===== src/rtl/toggle_handshake_rx.sv =====
// Purpose : receive side of a toggle req/ack CDC handshake; presents the word on valid/ready.
// Latency : req_tgl flip -> out_valid in SYNC_STAGES+1 clk edges; accept -> ack_tgl flip on the same edge.
// Backpres: out_valid/out_data held until out_ready; the ack is withheld, so tx stalls on backpressure.
//
// Ports:
//   clk        receive-domain clock (posedge)
//   RST        asynchronous active-high reset
//   CLR        synchronous active-high clear (drops any pending word, realigns ack to req)
//   req_tgl    request toggle from the foreign tx domain
//   req_data   payload, held stable by tx from the req_tgl flip until it sees the ack
//   ack_tgl    registered acknowledge toggle back to tx
//   out_valid  out_data holds an unaccepted word
//   out_data   captured payload, stable while out_valid=1
//   out_ready  consumer accept (effective only while out_valid=1)
//   busy       FSM is not IDLE
//   overrun, overrun_cnt  (only with HSRX_OVERRUN_EN) sticky flag / saturating count of
//                         req_tgl changes seen while a word is still in flight
//
// Optional feature macro: HSRX_OVERRUN_EN
module toggle_handshake_rx #(
  parameter int DATA_W      = 8,
  parameter int SYNC_STAGES = 2   // must be >= 2
) (
  input  logic              clk,
  input  logic              RST,
  input  logic              CLR,
  input  logic              req_tgl,
  input  logic [DATA_W-1:0] req_data,
  output logic              ack_tgl,
  output logic              out_valid,
  output logic [DATA_W-1:0] out_data,
  input  logic              out_ready,
  output logic              busy
`ifdef HSRX_OVERRUN_EN
  ,
  output logic              overrun,
  output logic [7:0]        overrun_cnt
`endif
);

  typedef enum logic [1:0] {
    IDLE    = 2'd0,
    VALID   = 2'd1,
    ACKWAIT = 2'd2
  } state_t;

  state_t            state;
  state_t            state_nxt;
  logic              out_valid_nxt;
  logic [DATA_W-1:0] out_data_nxt;
  logic              ack_nxt;

  // Synchroniser for the request toggle; bit 0 is the first (metastable) flop.
  logic [SYNC_STAGES-1:0] sync_q;
  logic                   req_s;
  logic                   pending;

  always_ff @(posedge clk or posedge RST) begin
    if (RST) begin
      sync_q <= '0;
    end else begin
      sync_q <= {sync_q[SYNC_STAGES-2:0], req_tgl};
    end
  end

  assign req_s   = sync_q[SYNC_STAGES-1];
  // A new request exists whenever the synchronised request parity differs from our ack.
  assign pending = req_s ^ ack_tgl;
  assign busy    = (state != IDLE);

  // Next-state / next-output logic.
  always_comb begin
    state_nxt     = state;
    out_valid_nxt = out_valid;
    out_data_nxt  = out_data;
    ack_nxt       = ack_tgl;

    if (CLR) begin
      // Realign ack to the current request parity so nothing looks pending afterwards.
      state_nxt     = IDLE;
      out_valid_nxt = 1'b0;
      ack_nxt       = req_s;
    end else begin
      case (state)
        IDLE: begin
          if (pending) begin
            // req_data is stable here because tx holds it until it sees our ack.
            out_data_nxt  = req_data;
            out_valid_nxt = 1'b1;
            state_nxt     = VALID;
          end
        end
        VALID: begin
          if (out_valid && out_ready) begin
            out_valid_nxt = 1'b0;
            ack_nxt       = ~ack_tgl;
            state_nxt     = ACKWAIT;
          end
        end
        ACKWAIT: begin
          // One settling cycle before the parity compare is trusted again.
          state_nxt = IDLE;
        end
        default: begin
          state_nxt     = IDLE;
          out_valid_nxt = 1'b0;
        end
      endcase
    end
  end

  always_ff @(posedge clk or posedge RST) begin
    if (RST) begin
      state     <= IDLE;
      out_valid <= 1'b0;
      out_data  <= '0;
      ack_tgl   <= 1'b0;
    end else begin
      state     <= state_nxt;
      out_valid <= out_valid_nxt;
      out_data  <= out_data_nxt;
      ack_tgl   <= ack_nxt;
    end
  end

`ifdef HSRX_OVERRUN_EN
  // req_s is about to change on this edge when the flop before it disagrees with it.
  logic req_s_change;
  assign req_s_change = sync_q[SYNC_STAGES-2] ^ req_s;

  always_ff @(posedge clk or posedge RST) begin
    if (RST) begin
      overrun     <= 1'b0;
      overrun_cnt <= 8'd0;
    end else if (CLR) begin
      overrun     <= 1'b0;
      overrun_cnt <= 8'd0;
    end else if (req_s_change && (state != IDLE)) begin
      overrun <= 1'b1;
      if (overrun_cnt != 8'hFF) begin
        overrun_cnt <= overrun_cnt + 8'd1;
      end
    end
  end
`endif

endmodule


===== config.mk =====
export PLATFORM = sky130hd
export DESIGN_NAME = toggle_handshake_rx
export DESIGN_NICKNAME = d
export VERILOG_FILES = /design/src/rtl/toggle_handshake_rx.sv
export SDC_FILE = /design/constraint.sdc
export NUM_CORES = 1
export LEC_CHECK = 0
export CAP_MARGIN = 20
export CORE_MARGIN = 2
export CORE_UTILIZATION = 42
export DETAILED_ROUTE_END_ITERATION = 10
export GPL_TIMING_DRIVEN = 1
export PLACE_DENSITY_LB_ADDON = 0.15
export SYNTH_ARGS = -nofsm -noshare
export SYNTH_HDL_FRONTEND = slang
export SYNTH_SLANG_ARGS = --single-unit

===== constraint.sdc =====
create_clock -name clk -period 3.15 [get_ports clk]
set_input_delay 0.315 -clock clk [delete_from_list [all_inputs] [get_ports clk]]
set_output_delay 0.315 -clock clk [all_outputs]
set_load 0.02 [all_outputs]

# --- Word level (Yosys, flattened, before mapping) ---
# Cells that the tools add are included.
totals:
  output_inout_bits: 11
  mem_bits_rw: 0
  romBits: 0
  input_bits: 13
  ff_bits: 14
  latchBits: 0
  wordCells: 33
  mem_count: 0
op_classes:
  shift: 0
  muxes: 11
  n_addsub: 0
  n_bitwise: 3
  multipliers: 0
  div_mod_pow: 0
  reduce_logical: 9
  magnitude_cmp: 0
  n_eq_ne: 5
op_table:
  columns: ["operator", "n"]
  rows:
  - ["$mux W1", 6]
  - ["$mux W2", 3]
  - ["$ne A3 B3 Y1 const B", 2]
  - ["$reduce_and A3 Y1", 2]
  - ["$reduce_bool A2 Y1", 3]
  - ["$pmux W2 S2", 1]
  - ["$reduce_and A2 Y1", 2]
  - ["$pmux W1 S3", 1]
  - ["$eq A2 B1 Y1 const B", 1]
  - ["$eq A2 B2 Y1 const B", 1]
  - ["$logic_not A2 Y1", 1]
  - ["$ne A2 B2 Y1 const B", 1]
  - ["$not A1 Y1", 2]
  - ["$logic_and A1 B1 Y1", 1]
  - ["$xor A1 B1 Y1", 1]

# --- Depth between registers and ports, before layout ---
# Gate-level depths: netlist of the first run.
logic_depth:
  ltp_word: 4
  depth_mapped: 3
  ltp_nobuf: 3

# --- Least setup slack after synthesis of the first run ---
# No wires, ideal clock.
synth_path:
  kind: "reg-to-reg"
  startpoint: "register ack_tgl"
  endpoint: "register out_data[0]"
  period_less_slack_ns: 1.295
  setup_time_ns: 0.125
  stages_incl_launch_ff: 4
  n_path_buf: 0
  arrival_ns: 1.170
  path_slack_ns: 1.855
  cell_sequence: "dfrtp_1 -> xor2_2 -> nand3b_4 -> mux2_2"
synth_between:
  elab_chain_cells: 2
synth_lines:
  columns: ["element", "line", "rtl"]
  rows:
  - ["start, declared", "29", "output logic ack_tgl,"]
  - ["start signal, assigned", "122", "ack_tgl <= ack_nxt;"]
  - ["$xor A1 B1 Y1", "68", "assign pending = req_s ^ ack_tgl;"]
  - ["$reduce_and A3 Y1 (no line)", null, null]
  - ["end signal, assigned", "121", "out_data <= out_data_nxt;"]
  - ["end, declared", "31", "output logic [DATA_W-1:0] out_data,"]
# Every way passes these cells.
# A chain may end at the register's enable or synchronous reset.

# --- Worst setup path after layout of the first run ---
layout_path:
  startpoint: "register state[0]"
  endpoint: "output port busy"
layout_between:
  elab_chain_cells: 1
layout_lines:
  columns: ["element", "line", "rtl"]
  rows:
  - ["start, declared", "47", "state_t state;"]
  - ["start signal, assigned", "119", "state <= state_nxt;"]
  - ["$reduce_bool A2 Y1", "69", "assign busy = (state != IDLE);"]
  - ["end, declared", "33", "output logic busy"]
# Every way passes these cells.

==> results of run 1 <==
-- synth_stat cells --
cell type	n	area (µm²)
a22oi_1	1	7.510
xor2_2	1	16.27
xor2_1	1	8.760
nor3_1	1	5.000
nand3b_4	1	20.02
inv_1	2	7.510
o21ai_0	3	15.01
dfrtp_1	14	350.3
mux2_2	8	90.09
nand2_1	1	3.750
nor2_1	3	11.26
nand4b_1	1	8.760
nand3_1	1	5.000
-- worst min path at each step --
stage | startpoint | endpoint | depth (start not counted)
3_5_place_dp | sync_q[0]$_DFF_PP0_ | sync_q[1]$_DFF_PP0_ | 0
4_1_cts | sync_q[0]$_DFF_PP0_ | sync_q[1]$_DFF_PP0_ | 0
3_3_place_gp | sync_q[0]$_DFF_PP0_ | sync_q[1]$_DFF_PP0_ | 0
5_1_grt | sync_q[0]$_DFF_PP0_ | sync_q[1]$_DFF_PP0_ | 0
6_report | sync_q[0]$_DFF_PP0_ | sync_q[1]$_DFF_PP0_ | 0
2_1_floorplan | RST | ack_tgl$_DFFE_PP0P_ | 1
-- sequential cells by signal (all words and copies together) (netlist names) --
register / flops
out_valid: 1
out_data: 8
sync_q: 2
state: 2
ack_tgl: 1
-- cell type report --
class,count,share of cell area (%)
inverter,2,0.9146
multi-input combinational,22,23.32
sequential,14,42.68
timing repair buffer,23,28.05
tap,15,2.287
clock buffer,3,2.744
-- logic make-up (layout without fill, tap and decap cells) --
kind of cell    after synthesis  count (layout)  share of synthesized area [%]
flops                        14              14                          63.78
mux                           8               8                          16.40
simple gates                  8               8                          9.793
compound gates                4               4                          4.100
xor+xnor                      2               2                          4.557
buf+inv                       2              28                          1.367
-- power groups by stage --
stage          sequential, W   clock, W  combinational, W
6_report            0.000246  0.0000935          0.000219
2_1_floorplan       0.000299          0         0.0000598
3_3_place_gp        0.000250          0          0.000219
4_1_cts             0.000247  0.0000975          0.000222
3_5_place_dp        0.000250          0          0.000221
5_1_grt             0.000252   0.000107          0.000236
-- stage by stage --
| stage | instance area (µm²) | setup WS [ns] | total power [W] | utilization, % |
|---|---|---|---|---|
| final | 820.8 | 1.264 | 0.0005585 | 65.53 |
| after global placement | 798.3 | 1.572 | 0.0004685 | 63.74 |
| after floorplan | 549.3 | 1.855 | 0.0003591 | - |
| after global routing | 820.8 | 1.182 | 0.0005954 | 65.53 |
| after CTS | 820.8 | 1.249 | 0.0005663 | 65.53 |
| after detailed placement | 798.3 | 1.553 | 0.0004718 | 63.74 |
-- routing by layer --
| layer | GRT usage, % | part of all wire (%) | up-vias | routed length [µm] |
|---|---|---|---|---|
| li1 | - | - | 183 | - |
| met1 | 19.05 | 44 | 174 | 398 |
| met2 | 19.76 | 49 | 15 | 441 |
| met3 | 1.667 | 4.8 | 2 | 43 |
| met4 | 10.34 | 2.0 | 0 | 18 |
| met5 | 0 | 0 | - | 0 |
==> impl_metrics.env, run 1 <==
export IMPL_power_per_cell_area_nw_per_um2=680.4
export IMPL_postSynthRegisterBits=14
export IMPL_gp_congestion=0.5760
export IMPL_final_period_minus_worst_setup_slack_ns=1.886
export IMPL_power_report_internal_total_w=0.0003874
export IMPL_total_vias_in_the_final_route=374
export IMPL_dp_hpwl_um=722.2
export IMPL_antenna_cells=0
export IMPL_cts_reportedPaths_clkPinSlew_ns=0.07
export IMPL_grt_total_usage_pct=13.79
export IMPL_critical_path_n_buffers_inverters=2
export IMPL_commonest_cells_after_routing_fill_and_taps_aside="clkdlybuf4s50_1 (23), dfrtp_1 (14), mux2_2 (8)"
export IMPL_worstPathRequired_ns=2.83
export IMPL_fp_dieH_um=40.17
export IMPL_core_area_um2=1252
export IMPL_irDropWorstVdd_mv=0.4105
export IMPL_worst_hold_path_type="register to register"
export IMPL_postCtsHoldBufs=0
export IMPL_timing_slew_headroom_pct=65.75
export IMPL_antenna_found_initial=0
export IMPL_cts_root_buffer="clkbuf_4"
export IMPL_worst_path_max_delay_cell="clkdlybuf4s50_1"
export IMPL_cts_made_buffers=3
export IMPL_crit_arrival_ns=1.57
export IMPL_syn_cell_area_um2=549.3
export IMPL_finish_net_count=79
export IMPL_netlist_cell_type_count=13
export IMPL_drcViolationCount=0
export IMPL_max_cap_violations=0
export IMPL_die_area_um2=1613
export IMPL_worst_setup_path_startpoint="state[0]$_DFFE_PP0P_"
export IMPL_worstRegToRegCells=3
export IMPL_layout_commonest_cell="clkdlybuf4s50_1"
export IMPL_io_pins=24
export IMPL_synth_warning_count=0
export IMPL_layout_drive_gt1_share_pct=20.31
export IMPL_clock_power_share_pct=16.7
export IMPL_crit_path_max_incr_delay_ns=0.54
export IMPL_first_global_vias=343
export IMPL_placement_rows=13
export IMPL_via_per_inst=4.734
export IMPL_numPortBuffers=23
export IMPL_clock_sinks=14
export IMPL_initial_utilization_pct=43.86
export IMPL_finalHoldWorstSlack_ns=0.3585
export IMPL_number_of_drc_violations_after_detailed_routing_iteration_0=0
export IMPL_crit_end_element="output pin"
export IMPL_rsz0062_at_grt="false"
export IMPL_regArea_um2=350.3
export IMPL_antenna_violating_nets_post_route=0
export IMPL_clock_path_buffers=2
export IMPL_drt_wirelength_per_cell_um=11.42
export IMPL_timing_final_setup_violations=0
export IMPL_r2r_end="out_data[4]$_DFFE_PP0P_"
export IMPL_cpLargestDelayFamily="buffers and inverters"
export IMPL_setup_worst_path_class="register to output pin"
export IMPL_worstReg2RegStart="state[0]$_DFFE_PP0P_"
export IMPL_finalWirelength_um=902
export IMPL_worstMarginPinSlew_ns=0.5131
export IMPL_final_hold_viol_count=0
export IMPL_p_sw_share_pct=30.62
export IMPL_clock_skew_final_ns=0.003441
export IMPL_grt_max_degree=15
export IMPL_multi_input_area_um2=191.4
export IMPL_status="finished clean"
export IMPL_final_setup_tns_ns=0
export IMPL_cts_tree="done"
export IMPL_critPathMaxFanout=5
export IMPL_cts_htree_levels=1
export IMPL_insertion_delay_ns=0.27
export IMPL_setup_slack_on_the_worst_flop_to_flop_path_ns=1.86
export IMPL_dr_pass1_iters=1
export IMPL_grt_pass1_wl_um=1393
export IMPL_maximum_clock_frequency_ghz=0.5301
export IMPL_final_fill_count=91
export IMPL_synthCells=38
export IMPL_seqPwrFrac_pct=44.0
export IMPL_crit_path_cell_trace="nor2_1, inv_1, clkdlybuf4s50_1"
export IMPL_syn_area_per_cell_um2=14.45
export IMPL_area_delta_synth_final_pct=49.43
export IMPL_critPathCapture="busy"
export IMPL_fin_cells=79
export IMPL_synth_seq_area_share_pct=63.78
export IMPL_power_net_switching_w=0.0001710
export IMPL_fin_crit_sh_pct=59.89
export IMPL_globalRoute_totalOverflow=0
export IMPL_cts_repair_timing_setup_buffer_count=0
export IMPL_worst_path_stages=3
export IMPL_power_share_combinational_pct=39.3
export IMPL_synthesis_nets=51
export IMPL_cts_resized_gates=0
export IMPL_placedCellCount=76
export IMPL_p_leak_nw=0.3568
export IMPL_final_max_slew_viol_count=0
export IMPL_kind_of_start_point_of_the_critical_path="register"
export IMPL_chipWidth_um=40.17
Note: power is estimated with default switching activity, not from simulation.
==> run 2, diff against run 1 <==
--- a/config.mk
+++ b/config.mk
@@ -7,7 +7,7 @@
 export LEC_CHECK = 0
 export CAP_MARGIN = 20
 export CORE_MARGIN = 2
-export CORE_UTILIZATION = 42
+export CORE_UTILIZATION = 35
 export DETAILED_ROUTE_END_ITERATION = 10
 export GPL_TIMING_DRIVEN = 1
 export PLACE_DENSITY_LB_ADDON = 0.15
==> constraint.sdc (replaced) <==
create_clock -name clk -period 1.52 [get_ports clk]
set_input_delay 0.152 -clock clk [delete_from_list [all_inputs] [get_ports clk]]
set_output_delay 0.152 -clock clk [all_outputs]
set_load 0.02 [all_outputs]
==> run 2 against run 1 <==
Against the previous run:
- sequential cell count unchanged
- first-iteration DRC count rose by 2
- sequential share of layout area fell by 0.89 points
- largest cell class unchanged
- non-clock buffer count grew 2
- largest power group unchanged
==> impl_metrics.env, run 2 (same netlist as run 1, synthesis figures left out) <==
export IMPL_status="finished clean"
export IMPL_largest_reg_flops=8
export IMPL_kind_of_start_point_of_the_critical_path="register"
export IMPL_final_setup_tns_ns=0
export IMPL_clock_skew_final_ns=0.003494
export IMPL_power_net_switching_w=0.0003642
export IMPL_antenna_cells=0
export IMPL_worst_path_stages=1
export IMPL_crit_arrival_ns=1.28
export IMPL_crit_path_max_incr_delay_ns=0.62
export IMPL_final_period_minus_worst_setup_slack_ns=1.429
export IMPL_p_leak_nw=0.3798
export IMPL_cts_htree_levels=1
export IMPL_critical_path_n_buffers_inverters=1
export IMPL_power_per_cell_area_nw_per_um2=1396
export IMPL_final_hold_viol_count=0
export IMPL_drt_wirelength_per_cell_um=11.98
export IMPL_fin_cells=82
export IMPL_chipWidth_um=43.62
export IMPL_fin_crit_sh_pct=94.02
export IMPL_crit_path_cell_trace="clkdlybuf4s50_1"
export IMPL_largest_registers="out_data (8), state (2), sync_q (2)"
export IMPL_drcViolationCount=0
export IMPL_clock_path_buffers=2
export IMPL_seqPwrFrac_pct=43.6
export IMPL_critPathMaxFanout=4
export IMPL_total_vias_in_the_final_route=382
export IMPL_die_area_um2=1902
export IMPL_cts_root_buffer="clkbuf_4"
export IMPL_gp_congestion=0.6810
export IMPL_layout_commonest_cell="clkdlybuf4s50_1"
export IMPL_area_delta_synth_final_pct=52.62
export IMPL_rsz0062_at_grt="false"
export IMPL_dr_pass1_iters=2
export IMPL_final_max_slew_viol_count=0
export IMPL_insertion_delay_ns=0.27
export IMPL_finalWirelength_um=982
export IMPL_globalRoute_totalOverflow=0
export IMPL_placement_rows=14
export IMPL_final_fill_count=121
export IMPL_commonest_cells_after_routing_fill_and_taps_aside="clkdlybuf4s50_1 (21), dfrtp_1 (14), mux2_2 (8)"
export IMPL_crit_end_element="output pin"
export IMPL_worstMarginPinSlew_ns=0.5220
export IMPL_worstRegToRegCells=3
export IMPL_clock_power_share_pct=17.2
export IMPL_maximum_clock_frequency_ghz=0.6997
export IMPL_cts_made_buffers=3
export IMPL_worst_path_max_delay_cell="clkdlybuf4s50_1"
export IMPL_regMostFlops="out_data"
export IMPL_via_per_inst=4.659
export IMPL_first_global_vias=382
export IMPL_placedCellCount=79
export IMPL_worstPathRequired_ns=1.37
export IMPL_power_report_internal_total_w=0.0008057
export IMPL_max_cap_violations=0
export IMPL_initial_utilization_pct=36.89
export IMPL_p_sw_share_pct=31.13
export IMPL_finish_net_count=81
export IMPL_timing_slew_headroom_pct=65.16
export IMPL_antenna_violating_nets_post_route=0
export IMPL_core_area_um2=1489
export IMPL_worst_hold_path_type="input pin to async pin"
export IMPL_cts_tree="done"
export IMPL_power_after_layout_w=0.001170
export IMPL_number_of_drc_violations_after_detailed_routing_iteration_0=2
export IMPL_timing_final_setup_violations=0
export IMPL_antenna_found_initial=0
export IMPL_grt_max_degree=15
export IMPL_setup_worst_path_class="register to output pin"
export IMPL_numPortBuffers=23
export IMPL_cpLargestDelayFamily="buffers and inverters"
export IMPL_clock_sinks=14
export IMPL_dp_hpwl_um=766.1
export IMPL_cts_reportedPaths_clkPinSlew_ns=0.08
export IMPL_grt_pass1_wl_um=1566
export IMPL_grt_total_usage_pct=11.32
export IMPL_irDropWorstVdd_mv=0.6243
export IMPL_power_share_combinational_pct=39.2
export IMPL_fp_dieH_um=43.62
export IMPL_io_pins=24
export IMPL_layout_drive_gt1_share_pct=22.73
## run 2: final timing paths
| check | from | to | slack, ns |
|---|---|---|---|
| min | RST | out_data[4]$_DFFE_PP0P_ | 0.21 |
| max reg2reg | ack_tgl$_DFFE_PP0P_ | out_data[2]$_DFFE_PP0P_ | 0.23 |
| min in group clk | req_tgl | sync_q[0]$_DFF_PP0_ | 0.31 |
| min reg2reg | sync_q[0]$_DFF_PP0_ | sync_q[1]$_DFF_PP0_ | 0.35 |
| max in group asynchronous | RST | out_data[3]$_DFFE_PP0P_ | 0.96 |
| max | out_valid$_DFFE_PP0P_ | out_valid | 0.09 |
## run 2: cell type report
class / instances / area (µm²) / area share [%]
sequential: 14 / 350.3 / 41.79
timing repair buffer: 25 / 246.5 / 29.40
multi-input combinational: 22 / 191.4 / 22.84
clock buffer: 3 / 22.52 / 2.687
tap: 16 / 20.02 / 2.388
inverter: 2 / 7.507 / 0.8955
## run 2: what timing repair did
| action | in CTS | in global routing |
|---|---|---|
| cloned | 0 | 0 |
| setup buffers | 0 | 0 |
| gates resized for setup | 1 | 1 |
| endpoints found under the setup margin | 1 | 1 |
| hold buffers | 0 | 0 |
## run 2: power groups by stage
stage,Sequential [W],Combinational [W],Clock [W]
after floorplan,0.000620,0.000124,0
after global placement,0.000520,0.000460,0
after detailed placement,0.000520,0.000467,0
after CTS,0.000511,0.000467,0.000208
after global routing,0.000524,0.000490,0.000221
final,0.000510,0.000459,0.000201
## run 2: per-layer routing
metal,GRT usage (%),wire length [µm]
met4,5.455,0
met1,14.40,426
met3,5.000,88
met2,16.47,466
met5,0,0
## run 2: metrics by stage
| stage | instance area (µm²) | hold WS [ns] | utilization (%) | setup WS [ns] |
|---|---|---|---|---|
| floorplan | 549.3 | 0.04122 | - | 0.2252 |
| global placement | 814.5 | 0.3319 | 54.71 | 0.2284 |
| detailed placement | 814.5 | 0.3347 | 54.71 | 0.2121 |
| CTS | 835.8 | 0.2280 | 56.13 | 0.01936 |
| global route | 838.3 | 0.2552 | 56.30 | 0.04961 |
| finish | 838.3 | 0.2077 | 56.30 | 0.09088 |
==> run 3, diff against run 2 <==
--- a/config.mk
+++ b/config.mk
@@ -10,7 +10,8 @@
 export CORE_UTILIZATION = 35
 export DETAILED_ROUTE_END_ITERATION = 10
 export GPL_TIMING_DRIVEN = 1
-export PLACE_DENSITY_LB_ADDON = 0.15
+export PLACE_DENSITY_LB_ADDON = 0.08
+export RECOVER_POWER = 100
 export SYNTH_ARGS = -nofsm -noshare
 export SYNTH_HDL_FRONTEND = slang
 export SYNTH_SLANG_ARGS = --single-unit
==> run 3 against run 2 <==
Against the previous run:
- critical path depth is the same
- clock-buffer cell count up 1
- first-iteration DRC count rose to 3.5 times the previous value
- core utilization fell by 0.17 points
==> impl_metrics.env, run 3 (same netlist as run 1, synthesis figures left out) <==
export IMPL_finalWirelength_um=925
export IMPL_crit_end_element="output pin"
export IMPL_antenna_violating_nets_post_route=0
export IMPL_max_cap_violations=0
export IMPL_chipWidth_um=43.62
export IMPL_regMostFlops="out_data"
export IMPL_largest_registers="out_data (8), state (2), sync_q (2)"
export IMPL_status="finished clean"
export IMPL_insertion_delay_ns=0.27
export IMPL_cts_root_buffer="clkbuf_4"
export IMPL_worst_path_max_delay_cell="dlygate4sd3_1"
export IMPL_cts_tree="done"
export IMPL_timing_slew_headroom_pct=65.44
export IMPL_irDropWorstVdd_mv=0.7602
export IMPL_maximum_clock_frequency_ghz=0.6886
export IMPL_initial_utilization_pct=36.89
export IMPL_rsz0062_at_grt="false"
export IMPL_crit_path_max_incr_delay_ns=0.65
export IMPL_total_vias_in_the_final_route=397
export IMPL_placement_rows=14
export IMPL_first_global_vias=379
export IMPL_via_per_inst=4.783
export IMPL_crit_path_cell_trace="dlygate4sd3_1"
export IMPL_cts_repair_timing_setup_buffer_count=0
export IMPL_antenna_cells=0
export IMPL_postCtsHoldBufs=0
export IMPL_dr_pass1_iters=3
export IMPL_worstMarginPinSlew_ns=0.5179
export IMPL_number_of_drc_violations_after_detailed_routing_iteration_0=7
export IMPL_cts_htree_levels=1
export IMPL_clock_path_buffers=2
export IMPL_clock_skew_final_ns=0.001554
export IMPL_final_setup_tns_ns=0
export IMPL_worstPathRequired_ns=1.37
export IMPL_critical_path_n_buffers_inverters=1
export IMPL_final_period_minus_worst_setup_slack_ns=1.452
export IMPL_globalRoute_totalOverflow=0
export IMPL_dp_hpwl_um=722.8
export IMPL_placedCellCount=79
export IMPL_power_after_layout_w=0.001202
export IMPL_numPortBuffers=23
export IMPL_timing_final_setup_violations=0
export IMPL_layout_drive_gt1_share_pct=22.39
export IMPL_drcViolationCount=0
export IMPL_grt_pass1_wl_um=1566
export IMPL_crit_arrival_ns=1.30
export IMPL_p_leak_nw=0.3743
export IMPL_clock_sinks=14
export IMPL_area_delta_synth_final_pct=52.16
export IMPL_power_per_cell_area_nw_per_um2=1438
export IMPL_layout_commonest_cell="clkdlybuf4s50_1"
export IMPL_setup_worst_path_class="register to output pin"
export IMPL_worst_hold_path_type="input pin to async pin"
export IMPL_die_area_um2=1902
export IMPL_kind_of_start_point_of_the_critical_path="register"
export IMPL_grt_max_degree=15
export IMPL_drt_wirelength_per_cell_um=11.14
export IMPL_preCtsSetupSlack_ns=0.1986
export IMPL_cpLargestDelayFamily="buffers and inverters"
export IMPL_final_max_slew_viol_count=0
export IMPL_grt_total_usage_pct=11.49
export IMPL_critPathMaxFanout=2
export IMPL_postLayoutSetupSlackWorst_ns=0.06781
export IMPL_largest_reg_flops=8
export IMPL_core_area_um2=1489
export IMPL_fp_dieH_um=43.62
export IMPL_fin_cells=83
export IMPL_gp_congestion=0.6538
export IMPL_final_hold_viol_count=0
export IMPL_fin_crit_sh_pct=95.54
export IMPL_io_pins=24
export IMPL_cts_reportedPaths_clkPinSlew_ns=0.08
export IMPL_cts_made_buffers=3
export IMPL_commonest_cells_after_routing_fill_and_taps_aside="clkdlybuf4s50_1 (15), dfrtp_1 (14), mux2_2 (8)"
export IMPL_finish_net_count=81
export IMPL_antenna_found_initial=0
## run 3: path summary, 6_finish.rpt
check | start | end | slack [ns] | cells after the start
worst max-delay path | out_data[1]$_DFFE_PP0P_ | out_data[1] | 0.07 | 1
worst min-delay path | RST | out_data[0]$_DFFE_PP0P_ | 0.34 | 2
worst max register to register | ack_tgl$_DFFE_PP0P_ | out_data[3]$_DFFE_PP0P_ | 0.14 | 3
worst min register to register | sync_q[0]$_DFF_PP0_ | sync_q[1]$_DFF_PP0_ | 0.36 | 0
max in group asynchronous | RST | out_data[4]$_DFFE_PP0P_ | 0.84 | 2
min in group clk | sync_q[0]$_DFF_PP0_ | sync_q[1]$_DFF_PP0_ | 0.36 | 0
## run 3: metrics by stage
| stage | area, µm² | util (%) | hold WS, ns |
|---|---|---|---|
| after global routing | 835.8 | 56.13 | 0.3770 |
| after floorplan | 549.3 | - | 0.04122 |
| after detailed placement | 814.5 | 54.71 | 0.3420 |
| after CTS | 849.6 | 57.06 | 0.2094 |
| final | 835.8 | 56.13 | 0.3413 |
| after global placement | 814.5 | 54.71 | 0.3350 |
## run 3: cell type report
class,instances,area [µm²]
Multi-Input combinational cell,22,183.9
Clock buffer,4,36.28
Tap cell,16,20.02
Sequential cell,14,350.3
Fill cell,129,653.1
Inverter,2,7.507
Timing Repair Buffer,25,237.7
## run 3: report_power, final
part | internal (W) | switching, W
Sequential | 0.000461 | 0.0000465
Combinational | 0.000233 | 0.000201
Clock | 0.000146 | 0.000115
## run 3: metal layers
| layer | track usage, % | vias up | share of wire [%] |
|---|---|---|---|
| met5 | 0 | - | 0 |
| met4 | 9.091 | 0 | 1.2 |
| met3 | 3.750 | 2 | 6.1 |
| met2 | 16.47 | 15 | 46 |
| met1 | 14.09 | 191 | 46 |
| li1 | - | 189 | - |
## run 3: timing repair
action	in CTS	in global routing
pin swaps	0	0
endpoints found under the setup margin	1	1
gates resized for setup	1	1
